## config.mk

```make
export PLATFORM = sky130hd
export DESIGN_NAME = sb_trig_holdoff
export DESIGN_NICKNAME = d
export VERILOG_FILES = /design/src/rtl/sb_trig_holdoff.sv
export SDC_FILE = /design/constraint.sdc
export NUM_CORES = 1
export LEC_CHECK = 0
export ABC_AREA = 1
export CORE_MARGIN = 3
export CORE_UTILIZATION = 50
export DETAILED_ROUTE_END_ITERATION = 10
export HOLD_SLACK_MARGIN = 0.06
export MAX_ROUTING_LAYER = met4
export PLACE_DENSITY = 0.75
export SETUP_SLACK_MARGIN = 0.05
export SYNTH_ARGS = -nofsm -noshare
export SYNTH_HDL_FRONTEND = slang
export SYNTH_SLANG_ARGS = --single-unit
```

## constraint.sdc

```tcl
create_clock -name CLK120 -period 5.1 [get_ports CLK120]
set_input_delay 1.275 -clock CLK120 [delete_from_list [all_inputs] [get_ports CLK120]]
set_output_delay 1.275 -clock CLK120 [all_outputs]
set_load 0.05 [all_outputs]
```

## src/rtl/sb_trig_holdoff.sv

```systemverilog
// sb_trig_holdoff: turns a single-bin trigger pulse into a request level held until ACK,
// then applies a 40 MHz-tick holdoff; keeps saturating accepted/lost trigger counts.
module sb_trig_holdoff #(
    parameter int HOLDOFF_WIDTH = 12,
    parameter int COUNT_WIDTH   = 24
) (
    input  logic                     CLK120,
    input  logic                     RESETN,
    input  logic [1:0]               ENABLE40,
    input  logic                     ENABLE,
    input  logic                     TRIG_IN,
    input  logic [HOLDOFF_WIDTH-1:0] HOLDOFF,
    input  logic                     TRIG_ACK,
    input  logic                     COUNT_CLR,
    output logic                     TRIG_OUT,
    output logic                     BUSY,
    output logic [COUNT_WIDTH-1:0]   TRIG_COUNT,
    output logic [COUNT_WIDTH-1:0]   LOST_COUNT
);
    typedef enum logic [1:0] {IDLE, PENDING, HOLD} state_t;

    state_t                   state_q;
    logic                     prev_q, trig_out_q, busy_q;
    logic [HOLDOFF_WIDTH-1:0] hold_q;
    logic [COUNT_WIDTH-1:0]   trig_cnt_q, trig_cnt_d, lost_cnt_q, lost_cnt_d;
    logic                     trig_edge, tick;

    assign trig_edge = TRIG_IN & ~prev_q & ENABLE;
    assign tick      = ENABLE40 == 2'd0;

    // Edges while the registered state is busy are lost, even on the exit cycle.
    always_comb begin
        trig_cnt_d = COUNT_CLR ? '0
                   : (trig_edge && state_q == IDLE && ~&trig_cnt_q) ? trig_cnt_q + COUNT_WIDTH'(1)
                   : trig_cnt_q;
        lost_cnt_d = COUNT_CLR ? '0
                   : (trig_edge && state_q != IDLE && ~&lost_cnt_q) ? lost_cnt_q + COUNT_WIDTH'(1)
                   : lost_cnt_q;
    end

    always_ff @(posedge CLK120 or negedge RESETN) begin
        if (!RESETN) begin
            state_q    <= IDLE;
            prev_q     <= 1'b0;
            trig_out_q <= 1'b0;
            busy_q     <= 1'b0;
            hold_q     <= '0;
            trig_cnt_q <= '0;
            lost_cnt_q <= '0;
        end else begin
            prev_q     <= TRIG_IN;
            trig_cnt_q <= trig_cnt_d;
            lost_cnt_q <= lost_cnt_d;
            case (state_q)
                IDLE: if (trig_edge) begin
                    state_q    <= PENDING;
                    trig_out_q <= 1'b1;
                    busy_q     <= 1'b1;
                end
                PENDING: if (TRIG_ACK) begin
                    trig_out_q <= 1'b0;
                    if (HOLDOFF == '0) begin
                        state_q <= IDLE;
                        busy_q  <= 1'b0;
                    end else begin
                        state_q <= HOLD;
                        hold_q  <= HOLDOFF;
                    end
                end
                HOLD: if (tick) begin
                    hold_q <= hold_q - HOLDOFF_WIDTH'(1);
                    if (hold_q == HOLDOFF_WIDTH'(1)) begin
                        state_q <= IDLE;
                        busy_q  <= 1'b0;
                    end
                end
                default: begin
                    state_q    <= IDLE;
                    trig_out_q <= 1'b0;
                    busy_q     <= 1'b0;
                end
            endcase
        end
    end

    assign TRIG_OUT   = trig_out_q;
    assign BUSY       = busy_q;
    assign TRIG_COUNT = trig_cnt_q;
    assign LOST_COUNT = lost_cnt_q;
endmodule

```

==> impl_results.md <==
* CTS Sinks at 65
* Leak at ~2.5 nW
* Final Skew at ~0.0099 ns
* Final Wtd Congestion at 0.968
* Post-DRT Antenna Nets at 0
* Row count at 33
* Tightest Pin Transition at between 1 and 1.5 ns
* Post-synth top cells: 295 x nand2_1, 97 x nor2_1, 65 x dfrtp_1
* Yosys cell types at 32
* Largest family of logic cells by synthesized area: simple AND/OR/NAND/NOR gates
* Async S/R FF share, synth at 100%
* # Max-Cap Violations at 0
* Vias in the first global route at between 4000 and 5000
* Global route total overflow at 0
* CP required at 5.31 ns
* H-tree levels at 3
* Outcome: completed
* Type of origin of the critical path: input pin
* Filler cells at around 760
* Initial core utilization at roughly 52%
* TritonCTS clock tree: built
* Initial DRC count at 341
* Cts repair resizes at 0
* Xor and xnor area share after synthesis at under 10%
* Synth top area share at between 30 and 40%
* Util after Layout at roughly 64%
* Hold WC Path Type: reg -> reg
* # DRC at 0
* Top cells by area, synth: dfrtp_1 37%, nand2_1 25%, nor2_1 8.3%
* Final WS setup at roughly 2.0 ns
* Layout area overhead at 21.4%
* Synth area leader: dfrtp_1
* CTS Buf Count at 9
* Pin count of the biggest net entering global routing at between 40 and 50
* Register bit total from synthesis at 65
* Register area at between 1500 and 2000 sq um
* Setup-failing EPs final at 0
* Fin nets at 764
* Maximum clock path buffer count at 2
* Die height at ~100 um
* CTS Hold Bufs at 0
* Routed vias/inst at 5.26
* Final Hold Viols at 0
* Final min period at between 3 and 4 ns
* Synth Area in Simple Gates at 47.1%
* Critical path arrival at roughly 3.3 ns
* Number of buffers added on ports at between 60 and 70
* CTS clock-pin slew for the worst setup and hold paths at 0.07 ns
* Multi-input gate area at about 2500 sq um
* Synth Cell Area at 4380 sq um
* Post-synthesis adder-cell area fraction at under 10%
* Syn nets at ~700
* Layout cells sized above 1 at roughly 5.2%
* Die span in x at about 100 um
* Setup_tns at 0 ns
* Total global-route track usage at about a quarter
* Most frequent cell after synthesis: nand2_1
* Crit path kind: in -> reg
* Routed len/inst at between 10 and 15 um
* Synth Area in Compound Gates at 3.63%
* First-pass GRT wire length at between 20000 and 25000 um
* Pins over their slew limit at 0
* Root Driver: clkbuf_8
* Max IR drop VDD at ~190 uV
* Post-CTS setup buffer count at 0
* Mux contribution to synthesized area at 0%
* F_max at between 300 and 400 MHz
* Number of diodes at 0
* Pre-CTS WS at between 1.5 and 2 ns
* Detailed Place HPWL at around 8300 um
* Setup crit end kind: register
* Die area at slightly below 10000 sq um
* Initial antenna violation count at 0
* PD cells at between 200 and 300 nW/um^2
* Slew headroom at between 30% and 40%
* Crit-path max FO at 36
* Ports at 70
* Initial DRT Pass Iterations at 5
* Via count at 4467
* Main synth FF type: dfrtp_1
* Post-Route WL at 11600 um
* Syn Area/Cell at 6.50 sq um
* Number of synthesized flops with an enable pin at 0
* Syn Inst Count at between 600 and 700
* Clock Latency Late Sink at 0.33 ns
* Seq/Total Area, Yosys at between 30% and 40%
* Crit share post-route at 61.1%
* Unrepaired setup endpoints after global routing: false
* YS warnings at 0
* Core Area at between 8000 and 9000 sq um
-- per-layer routing --
layer  global-route usage, %  part of all wire (%)  vias to the layer above
li1                        -                     -                     2256
met1                    35.4                    48                     2053
met2                    39.3                    46                      149
met3                    3.02                   5.8                        9
met4                    6.20                  0.99                        0
met5                       -                     0                        -
-- sequential cells by signal, indices dropped and copies added (netlist names) --
name / count
TRIG_OUT: 1
TRIG_COUNT: 24
BUSY: 1
LOST_COUNT: 24
state_q: 2
hold_q: 12
prev_q: 1
-- worst max-delay path: stages --
cell and delay, ns:
clkdlybuf4s50_1 0.81, inv_2 0.45, nand2_4 0.26, clkinv_2 0.30, nand2_1 0.15, nand2_1 0.06
-- cells in the final DEF, fill, tap and decap left out, types with 2 or more instances in the layout --
| cell | count |
|---|---|
| nand2_1 | 295 |
| nor2_1 | 97 |
| clkdlybuf4s50_1 | 68 |
| dfrtp_1 | 65 |
| nand3_1 | 49 |
| inv_1 | 44 |
| nand4_1 | 30 |
| xor2_1 | 19 |
| o21ai_0 | 15 |
| clkbuf_8 | 11 |
| o21bai_1 | 6 |
| nand2_2 | 5 |
| nor2_4 | 4 |
| xnor2_1 | 4 |
| ha_1 | 4 |
| inv_2 | 3 |
| nand2_4 | 3 |
| clkinv_2 | 3 |
| or2_2 | 3 |
| nor3_1 | 2 |
-- final cells by class --
type / instances / share of cell area, %
Clock buffer: 12 / 2.92
Clock inverter: 3 / 0.754
Inverter: 50 / 3.60
Multi-Input combinational cell: 544 / 46.6
Sequential cell: 65 / 30.6
Tap cell: 105 / 2.47
Timing Repair Buffer: 70 / 13.1
-- through the flow --
stage	instance area, sq um	power [mW]	hold WS (ns)	instances
finish	5310	1.56	0.489	849
floorplan	4380	0.994	0.471	673
detailed placement	5120	1.12	0.475	834
global placement	5120	1.11	0.468	834
CTS	5310	1.57	0.492	849
global route	5310	1.68	0.537	849
-- power by group --
group	internal, mW	switching (mW)
Clock	0.249	0.194
Sequential	0.575	0.0616
Combinational	0.153	0.324
Total	0.977	0.579
-- kinds of logic after synthesis --
kind of cell    after synthesis
compound gates               26
xor+xnor                     23
simple gates                491
flops                        65
fa+ha+maj                     4
buf+inv                      64
-- worst paths after layout --
kind	startpoint	endpoint	slack (ns)	depth (start not counted)
max in group asynchronous	RESETN	hold_q[8]	3.11	2
min in group asynchronous	RESETN	LOST_COUNT[21]	1.10	1
worst min-delay path	BUSY	BUSY	0.49	2
worst max register to register	LOST_COUNT[0]	LOST_COUNT[12]	2.89	11
worst min register to register	BUSY	BUSY	0.49	2
worst max-delay path	COUNT_CLR	TRIG_COUNT[2]	1.98	6
Note: power is estimated with default switching activity, not from simulation.
